--- config.mk ---
export PLATFORM = sky130hd
export DESIGN_NAME = mandel_pixel_sequencer
export DESIGN_NICKNAME = d
export VERILOG_FILES = /design/src/rtl/mandel_pixel_sequencer.sv
export SDC_FILE = /design/constraint.sdc
export NUM_CORES = 1
export LEC_CHECK = 0
export ABC_AREA = 0
export BUFFER_PORTS_ARGS = -buffer_cell sky130_fd_sc_hd__buf_2
export CAP_MARGIN = 20
export CELL_PAD_IN_SITES_DETAIL_PLACEMENT = 1
export CELL_PAD_IN_SITES_GLOBAL_PLACEMENT = 1
export CORE_MARGIN = 3
export CORE_UTILIZATION = 42
export CTS_BUF_LIST = sky130_fd_sc_hd__clkbuf_16
export DETAILED_ROUTE_END_ITERATION = 8
export PLACE_DENSITY = 0.79
export REMOVE_ABC_BUFFERS = 1
export SLEW_MARGIN = 20
export SYNTH_ARGS = -nofsm -noshare
export SYNTH_HDL_FRONTEND = slang
export SYNTH_SLANG_ARGS = --single-unit
--- constraint.sdc ---
create_clock -name clk -period 2.8 [get_ports clk]
set_clock_uncertainty 0.1 [all_clocks]
set_input_delay 0.14 -clock clk [delete_from_list [all_inputs] [get_ports clk]]
set_output_delay 0.14 -clock clk [all_outputs]
set_load 0.01 [all_outputs]
--- src/rtl/mandel_pixel_sequencer.sv ---
// -----------------------------------------------------------------------------
// mandel_pixel_sequencer
//
// Front-end controller for the Mandelbrot iteration core. It accepts one pixel
// request (Cr, Ci, max_iter) per valid/ready handshake. It shifts both
// coordinates into the core byte-serially, MSB byte first, and clears the
// core's Z register. It then steps the core until the core reports unbounded
// or the iteration limit is reached. The iteration count and the escape flag
// are returned on a valid/ready result channel.
//
// Optional feature (compile-time macro MANDEL_SEQ_PERF_EN):
//   adds a saturating 32-bit busy-cycle counter (perf_cycles) with a
//   synchronous clear input (perf_clr). The default build omits both ports.
//
// Ports:
//   clk, rst_n        clock (rising edge), asynchronous active-low reset
//   max_iter          iteration limit, sampled when a request is accepted
//   req_valid/ready   pixel request handshake; ready only while idle
//   req_cr, req_ci    pixel coordinates, two's complement fixed point
//   res_valid/ready   result handshake
//   res_iter          iterations performed
//   res_escaped       1 = the core reported unbounded
//   core_data         byte to the core (0 when not loading)
//   core_load_cr/ci   coordinate byte strobes
//   core_clear        one-cycle pulse that zeroes the core's Z
//   core_start        one-cycle pulse that performs one iteration
//   core_unbounded    core escape flag, valid STEP_LAT cycles after core_start
//   perf_cycles       (optional) busy-cycle count, saturating
//   perf_clr          (optional) synchronous clear of perf_cycles
// -----------------------------------------------------------------------------
module mandel_pixel_sequencer #(
    parameter int COORD_W  = 16,
    parameter int ITER_W   = 8,
    parameter int STEP_LAT = 2
) (
    input  logic                clk,
    input  logic                rst_n,
    input  logic [ITER_W-1:0]   max_iter,
    input  logic                req_valid,
    output logic                req_ready,
    input  logic [COORD_W-1:0]  req_cr,
    input  logic [COORD_W-1:0]  req_ci,
    output logic                res_valid,
    input  logic                res_ready,
    output logic [ITER_W-1:0]   res_iter,
    output logic                res_escaped,
    output logic [7:0]          core_data,
    output logic                core_load_cr,
    output logic                core_load_ci,
    output logic                core_clear,
    output logic                core_start,
`ifdef MANDEL_SEQ_PERF_EN
    output logic [31:0]         perf_cycles,
    input  logic                perf_clr,
`endif
    input  logic                core_unbounded
);

    localparam int BYTES = COORD_W / 8;
    localparam int BCW   = (BYTES > 1) ? $clog2(BYTES) : 1;
    localparam int WCW   = (STEP_LAT > 1) ? $clog2(STEP_LAT) : 1;

    localparam logic [BCW-1:0] LAST_BYTE = BCW'(BYTES - 1);
    localparam logic [WCW-1:0] LAST_WAIT = WCW'(STEP_LAT - 1);

    typedef enum logic [2:0] {
        IDLE,
        LOAD_CR,
        LOAD_CI,
        CLEAR,
        STEP,
        WAIT,
        DONE
    } state_t;

    state_t              state;
    logic [COORD_W-1:0]  cr_q;      // shifts left by one byte per cycle
    logic [COORD_W-1:0]  ci_q;
    logic [ITER_W-1:0]   max_q;
    logic [ITER_W-1:0]   iter_cnt;
    logic [BCW-1:0]      byte_cnt;
    logic [WCW-1:0]      wait_cnt;

    // Every output is a register that is updated together with the state.
    // This gives glitch-free strobes to the core. Each strobe is set on
    // entry to its state and cleared on exit, so at most one strobe is ever
    // high.
    // NOTE: sequential state uses non-blocking (<=) assignments only. All
    // registers then read their pre-edge values, regardless of the order in
    // which they are written.
    always_ff @(posedge clk or negedge rst_n) begin
        if (!rst_n) begin
            state        <= IDLE;
            cr_q         <= '0;
            ci_q         <= '0;
            max_q        <= '0;
            iter_cnt     <= '0;
            byte_cnt     <= '0;
            wait_cnt     <= '0;
            req_ready    <= 1'b1;
            res_valid    <= 1'b0;
            res_iter     <= '0;
            res_escaped  <= 1'b0;
            core_data    <= '0;
            core_load_cr <= 1'b0;
            core_load_ci <= 1'b0;
            core_clear   <= 1'b0;
            core_start   <= 1'b0;
        end else begin
            unique case (state)
                IDLE: begin
                    if (req_valid) begin
                        max_q     <= max_iter;
                        iter_cnt  <= '0;
                        byte_cnt  <= '0;
                        req_ready <= 1'b0;
                        if (max_iter == '0) begin
                            // A zero limit produces a result without touching the core.
                            state       <= DONE;
                            res_valid   <= 1'b1;
                            res_iter    <= '0;
                            res_escaped <= 1'b0;
                        end else begin
                            state        <= LOAD_CR;
                            core_load_cr <= 1'b1;
                            core_data    <= req_cr[COORD_W-1 -: 8];
                            cr_q         <= req_cr << 8;
                            ci_q         <= req_ci;
                        end
                    end
                end

                LOAD_CR: begin
                    if (byte_cnt == LAST_BYTE) begin
                        state        <= LOAD_CI;
                        byte_cnt     <= '0;
                        core_load_cr <= 1'b0;
                        core_load_ci <= 1'b1;
                        core_data    <= ci_q[COORD_W-1 -: 8];
                        ci_q         <= ci_q << 8;
                    end else begin
                        byte_cnt  <= byte_cnt + 1'b1;
                        core_data <= cr_q[COORD_W-1 -: 8];
                        cr_q      <= cr_q << 8;
                    end
                end

                LOAD_CI: begin
                    if (byte_cnt == LAST_BYTE) begin
                        state        <= CLEAR;
                        byte_cnt     <= '0;
                        core_load_ci <= 1'b0;
                        core_data    <= '0;
                        core_clear   <= 1'b1;
                    end else begin
                        byte_cnt  <= byte_cnt + 1'b1;
                        core_data <= ci_q[COORD_W-1 -: 8];
                        ci_q      <= ci_q << 8;
                    end
                end

                CLEAR: begin
                    state      <= STEP;
                    core_clear <= 1'b0;
                    core_start <= 1'b1;
                    iter_cnt   <= iter_cnt + 1'b1;
                end

                STEP: begin
                    state      <= WAIT;
                    core_start <= 1'b0;
                    wait_cnt   <= '0;
                end

                WAIT: begin
                    // core_unbounded is meaningful only in the last WAIT cycle.
                    if (wait_cnt == LAST_WAIT) begin
                        if (core_unbounded) begin
                            state       <= DONE;
                            res_valid   <= 1'b1;
                            res_iter    <= iter_cnt;
                            res_escaped <= 1'b1;
                        end else if (iter_cnt == max_q) begin
                            state       <= DONE;
                            res_valid   <= 1'b1;
                            res_iter    <= iter_cnt;
                            res_escaped <= 1'b0;
                        end else begin
                            state      <= STEP;
                            core_start <= 1'b1;
                            iter_cnt   <= iter_cnt + 1'b1;
                        end
                    end else begin
                        wait_cnt <= wait_cnt + 1'b1;
                    end
                end

                DONE: begin
                    if (res_ready) begin
                        state       <= IDLE;
                        res_valid   <= 1'b0;
                        res_iter    <= '0;
                        res_escaped <= 1'b0;
                        req_ready   <= 1'b1;
                    end
                end

                default: state <= IDLE;
            endcase
        end
    end

`ifdef MANDEL_SEQ_PERF_EN
    // Counts every cycle spent working on a pixel. It saturates instead of
    // wrapping. A clear takes priority over an increment in the same cycle.
    always_ff @(posedge clk or negedge rst_n) begin
        if (!rst_n) begin
            perf_cycles <= '0;
        end else if (perf_clr) begin
            perf_cycles <= '0;
        end else if (state != IDLE && state != DONE && perf_cycles != '1) begin
            perf_cycles <= perf_cycles + 32'd1;
        end
    end
`endif

endmodule

-- Yosys cells after proc, flatten, opt, wreduce, memory -nomap -nowiden
Index checks and enable logic that the tools add are counted.
- magnitude comparators: 0
- shifts and indexed selects: 0
- eq/ne operators: 19
- reduce and logical (&&, ||, !) cells: 26
- divide/modulo/power cells: 0
- multipliers: 0
- bitwise logic cells: 0
- $add $sub $neg: 3
- multiplexer cells: 66
- operators with widths (operator ; number):
    two-way mux 16 bit ; 7
    two-way mux 8 bit ; 14
    one-hot mux 8 bit (3 select lines) ; 3
    one-hot mux 16 bit (3 select lines) ; 1
    one-hot mux 16 bit (2 select lines) ; 1
    two-way mux 1 bit ; 22
    != test 2 bit (second input constant) ; 11
    one-hot mux 3 bit (7 select lines) ; 1
    two-way mux 3 bit ; 6
    AND reduction 5 bit ; 3
    one-hot mux 1 bit (2 select lines) ; 6
    AND reduction 4 bit ; 3
    nonzero test 2 bit ; 6
    nonzero test 3 bit ; 4
    == test 3 bit (second input constant) ; 3
    one-hot mux 1 bit (3 select lines) ; 3
    AND reduction 3 bit ; 3
    adder 8 x 1 -> 8 bit (second input constant) ; 1
    == test 8 bit ; 1
    logical NOT 8 bit ; 1
    == test 3 x 2 -> 1 bit (second input constant) ; 2
    AND reduction 2 bit ; 3
    AND reduction 6 bit ; 1
    two-way mux 2 bit ; 2
    other kinds (5) ; 6
- memories kept: 0
- flip-flop bits (word level): 76
- output and inout bits: 23
- ROM bits: 0
- input bits: 45
- latch bits: 0
- logic and storage cells: 130
- memory bits (writable): 0

-- Longest topological paths before layout
- depth after elaboration: 5
- mapped depth: 7
- mapped depth without buffers: 6

-- Worst setup path after synthesis
No wires, ideal clock.
- path type: reg2reg
- start: register iter_cnt[3]
- end: register res_valid
- arrival: 1.804 ns
- setup time: 0.125 ns
- stages on the path, launching flop included: 7
- buffers on the path: 1
- data required time: 2.575 ns
- clock period less this slack: 2.029 ns
- path slack: 0.771 ns
- cells stage by stage: dfrtp_1 -> xor2_1 -> nor4_2 -> a21oi_1 -> a221o_1 -> buf_6 -> mux2_4
- cells in the longest elaborated chain, start to end: 3
- RTL lines (item ; RTL line ; RTL):
    from (decl) ; 80 ; logic [ITER_W-1:0] iter_cnt;
    from (signal assigned) ; 166 ; iter_cnt <= iter_cnt + 1'b1;
    from (signal assigned) ; 191 ; iter_cnt <= iter_cnt + 1'b1;
    == test 8 bit ; 183 ; end else if (iter_cnt == max_q) begin
    != test 3 bit (no source line) ; - ;
    AND reduction 6 bit (no source line) ; - ;
    to (signal assigned) ; 180 ; res_valid <= 1'b1;
    to (signal assigned) ; 185 ; res_valid <= 1'b1;
    to (signal assigned) ; 201 ; res_valid <= 1'b0;
    to (decl) ; 43 ; output logic res_valid,
No other way between the ends.
A chain may end at the register's enable or synchronous reset.

-- Worst setup path after layout
- start: register state[0]
- end: register iter_cnt[0]
- cells in the longest elaborated chain, start to end: 3
- elaborated cells on any way between the ends: 10
- those cells by class: 6 x eq/ne; 1 x mux; 3 x reduce/logical
- RTL lines (item ; RTL line ; RTL):
    from (decl) ; 76 ; state_t state;
    from (signal assigned) ; 93 ; state <= IDLE;
    from (signal assigned) ; 119 ; state <= DONE;
    from (signal assigned) ; 124 ; state <= LOAD_CR;
    == test 3 bit, or another cell as far along ; 110 ; unique case (state)
    != test 2 bit (no source line) or nonzero test 3 bit (tied branches) ; - ;
    AND reduction 5 bit (no source line) ; - ;
Parallel ways exist; a longest one is shown, timed or not.

==> metrics.txt <==
# TYPE chip_impl_metric gauge
chip_impl_metric{name="drt-initial-drc-count",unit=""} 152
chip_impl_info{name="grt_setup_unrepaired",value="false"} 1
chip_impl_metric{name="die_area",unit="sq um"} 9320
chip_impl_metric{name="drt_pre_antenna_iters",unit=""} 4
chip_impl_metric{name="route.detailed.drc",unit=""} 0
chip_impl_metric{name="vdd_ir_drop_max",unit="V"} 0.000555
chip_impl_metric{name="power.density_cell_area",unit="nW/um^2"} 1130
chip_impl_metric{name="route.vias.total",unit=""} 2950
chip_impl_metric{name="detail_route.vias_per_cell",unit=""} 5.53
chip_impl_metric{name="hold_ws",unit="ps"} 5.99
chip_impl_metric{name="synth_top_area_share",unit="%"} 48.7
chip_impl_metric{name="number_of_unique_standard_cell_types_used_by_synthesis",unit=""} 45
chip_impl_metric{name="port_buffers",unit=""} 67
chip_impl_metric{name="worstPathMaxFanout",unit=""} 19
chip_impl_metric{name="grt_first_pass_wirelength",unit="microns"} 15900
chip_impl_metric{name="cts_buffers",unit=""} 9
chip_impl_metric{name="syn_inst",unit=""} 343
chip_impl_info{name="most_instantiated_flip_flop_cell_in_the_synthesis_netlist",value="dfrtp_1"} 1
chip_impl_metric{name="final_period_minus_worst_setup_slack",unit="ps"} 2440
chip_impl_metric{name="power_report.internal_total",unit="W"} 0.00292
chip_impl_metric{name="syn_area",unit="sq um"} 3440
chip_impl_metric{name="fp.coreArea",unit="sq um"} 7850
chip_impl_metric{name="drive_above_1_share",unit="%"} 28.3
chip_impl_info{name="tritoncts",value="yes"} 1
chip_impl_metric{name="grt_start_max_net_pins",unit=""} 45
chip_impl_metric{name="finalWirelength",unit="microns"} 9810
chip_impl_info{name="ranking_of_synthesized_cells_by_area",value="dfrtp_1 49%, mux2_2 5.6%, o21ai_0 5.4%"} 1
chip_impl_metric{name="p_sw",unit="W"} 0.00194
chip_impl_metric{name="clock_latency_at_the_later_pin_of_the_worst_skew_pair",unit="ps"} 320
chip_impl_metric{name="max_cap_viol_count",unit=""} 0
chip_impl_metric{name="number_of_enable_type_register_cells_in_the_synthesized_netlist",unit=""} 0
chip_impl_metric{name="hold_viol_final",unit=""} 0
chip_impl_metric{name="initial_core_util",unit="%"} 43.9
chip_impl_info{name="hp-class",value="input pin to register"} 1
chip_impl_metric{name="power_frac_comb",unit="%"} 43.8
chip_impl_info{name="synth_top_cell_by_area",value="dfrtp_1"} 1
chip_impl_metric{name="required_worst_endpoint",unit="ps"} 2940
chip_impl_metric{name="horizontal_die_dimension",unit="microns"} 96.6
chip_impl_info{name="synth_most_common_cell",value="dfrtp_1"} 1
chip_impl_metric{name="final_global_route_overflow_total",unit=""} 0
chip_impl_metric{name="antennaDiodeCount",unit=""} 0
chip_impl_info{name="run_status",value="complete, no violations"} 1
chip_impl_info{name="timing.setup.critical_path_class",value="register to register"} 1
chip_impl_info{name="cts-root-buf",value="clkbuf_16"} 1
chip_impl_metric{name="boundaryPins",unit=""} 68
chip_impl_metric{name="first_global_vias",unit=""} 3219
chip_impl_metric{name="power.clock.fraction",unit="%"} 21.7
chip_impl_metric{name="power.sequential.fraction",unit="%"} 34.5
chip_impl_metric{name="sequential_cell_area_fraction_in_the_yosys_report",unit="%"} 49.4
chip_impl_metric{name="cts_sinks",unit=""} 68
chip_impl_metric{name="total_leakage_power",unit="nW"} 2.04
chip_impl_metric{name="synth-seq-cells",unit=""} 68
chip_impl_metric{name="routability_cong",unit=""} 0.868
chip_impl_metric{name="grtUsageTotal",unit="%"} 22.6
chip_impl_metric{name="n_fill_cell",unit=""} 905
chip_impl_metric{name="cp_data_arrival_time",unit="ps"} 2570
chip_impl_info{name="timing.critical_path.to_type",value="register"} 1
chip_impl_metric{name="cts-root-to-sink-buffers",unit=""} 2
chip_impl_metric{name="area.growth.synth_to_final",unit="%"} 25.1
chip_impl_metric{name="clock_pin_slew_of_the_registers_on_the_worst_case_setup_and_hold_paths",unit="ps"} 60
chip_impl_metric{name="avgSynthCellArea",unit="sq um"} 10.0
chip_impl_metric{name="placement_rows",unit=""} 32
chip_impl_metric{name="finalSetupViolations",unit=""} 0
chip_impl_metric{name="worst_pin_slew",unit="ps"} 979
chip_impl_info{name="yosys-top-cells-count",value="67 x dfrtp_1, 49 x nand2_1, 37 x o21ai_0"} 1
chip_impl_metric{name="grt_antenna_before_repair",unit=""} 0
chip_impl_metric{name="post-dp-hpwl",unit="microns"} 7060
chip_impl_metric{name="setup_total_negative_slack",unit="ps"} 0
chip_impl_metric{name="p_sw_share",unit="%"} 39.9
chip_impl_metric{name="layout_worst_path_cycle_share",unit="%"} 87.0
chip_impl_metric{name="cts_htree_levels",unit=""} 3
chip_impl_info{name="timing.critical_path.from_type",value="register"} 1
chip_impl_metric{name="post_cts_resize_count",unit=""} 0
chip_impl_metric{name="floorplan.die.height",unit="microns"} 96.6
chip_impl_metric{name="clock.fmax",unit="MHz"} 410
chip_impl_metric{name="final-max-slew-violation-count",unit=""} 0
chip_impl_metric{name="final_nets",unit=""} 473
chip_impl_metric{name="routedWlPerCell",unit="microns"} 18.4
chip_impl_metric{name="synth-warning-count",unit=""} 0
chip_impl_metric{name="max-slew-margin-rel",unit="%"} 34.7
chip_impl_metric{name="ant_nets",unit=""} 0
chip_impl_metric{name="synth-async-reset-ratio",unit="%"} 100
==> worst max-delay path, stage by stage (launching register included) <==
cell and delay, ps:
dfrtp_1 710, and3b_1 360, nand2_1 110, a211oi_2 520, o21ai_1 320, mux2i_1 230
==> placed cells by master (no fill, tap or decap), types with 4 or more instances in the layout <==
cell	netlist	final
mux2i_1	18	18
o22ai_1	15	15
nand2_1	49	49
nor2_1	13	13
inv_1	9	12
or3_1	4	4
dlygate4sd3_1	0	9
o21ai_0	37	37
xor2_1	9	9
a21oi_1	25	25
buf_4	0	14
o2bb2ai_1	4	4
mux2_2	17	17
nor2b_1	12	12
buf_2	4	67
dfrtp_1	67	67
nand2b_1	5	5
a22o_1	8	8
clkbuf_16	0	9
==> flip-flops by register name, indices dropped and copies added, names as in the netlist <==
signal,cells
ci_q,16
core_data,8
cr_q,8
iter_cnt,8
max_q,8
res_iter,8
state,3
byte_cnt,1
core_clear,1
core_load_ci,1
core_load_cr,1
core_start,1
req_ready,1
res_escaped,1
res_valid,1
wait_cnt,1
==> final timing paths <==
path                               from           end  slack (ps)  depth (start not counted)
min                         max_iter[3]      max_q[3]           6                          2
min reg2reg                core_data[6]  core_data[6]         370                          2
max reg2reg                    state[0]   iter_cnt[0]         360                          5
max                            state[0]   iter_cnt[0]         360                          5
min in group asynchronous         rst_n   res_iter[3]         410                          2
max in group asynchronous         rst_n      cr_q[10]        1400                          3
==> cell type report <==
class | instances | area [sq um] | area share (%)
Sequential cell | 68 | 1700 | 39.5
Multi-Input combinational cell | 249 | 1640 | 38.0
Timing Repair Buffer | 90 | 531 | 12.3
Clock buffer | 9 | 225 | 5.23
Tap cell | 102 | 128 | 2.96
Clock inverter | 6 | 50.0 | 1.16
Inverter | 9 | 33.8 | 0.784
==> repair_timing <==
action | CTS | global route
hold buffers | 9 | 0
endpoints found under the hold margin | 49 | 0
setup buffers | 0 | 0
==> layer usage <==
| metal | routed length [microns] | vias to the layer above | global-route usage (%) |
|---|---|---|---|
| met5 | 0 | - | 0 |
| met4 | 94 | 0 | 6.54 |
| met3 | 280 | 10 | 3.95 |
| met2 | 5070 | 54 | 39.9 |
| met1 | 4360 | 1494 | 28.1 |
| li1 | - | 1392 | - |
==> power groups by stage <==
stage / clock [W] / sequential, W / combinational, W
finish: 0.00105 / 0.00168 / 0.00213
global route: 0.00112 / 0.00173 / 0.00239
CTS: 0.00107 / 0.00167 / 0.00215
detailed placement: 0 / 0.00169 / 0.00210
global placement: 0 / 0.00166 / 0.00203
floorplan: 0 / 0.00170 / 0.00128
==> kinds of logic after synthesis <==
kind of cell | after synthesis | synth area share, %
flops | 68 | 49.4
fa+ha+maj | 1 | 0.363
simple gates | 98 | 14.7
xor+xnor | 9 | 2.29
mux | 36 | 11.2
buf+inv | 26 | 3.20
compound gates | 105 | 18.7
==> per-stage QoR <==
stage	setup WS, ps	area [sq um]	std cells	utilization (%)	power (W)
finish	364	4310	533	54.9	0.00486
global route	187	4310	533	54.9	0.00524
CTS	354	4310	533	54.9	0.00489
detailed placement	360	3940	509	50.2	0.00379
global placement	468	3940	509	50.2	0.00368
floorplan	271	3370	326	-	0.00297
Power figures use the tool's default switching activity.
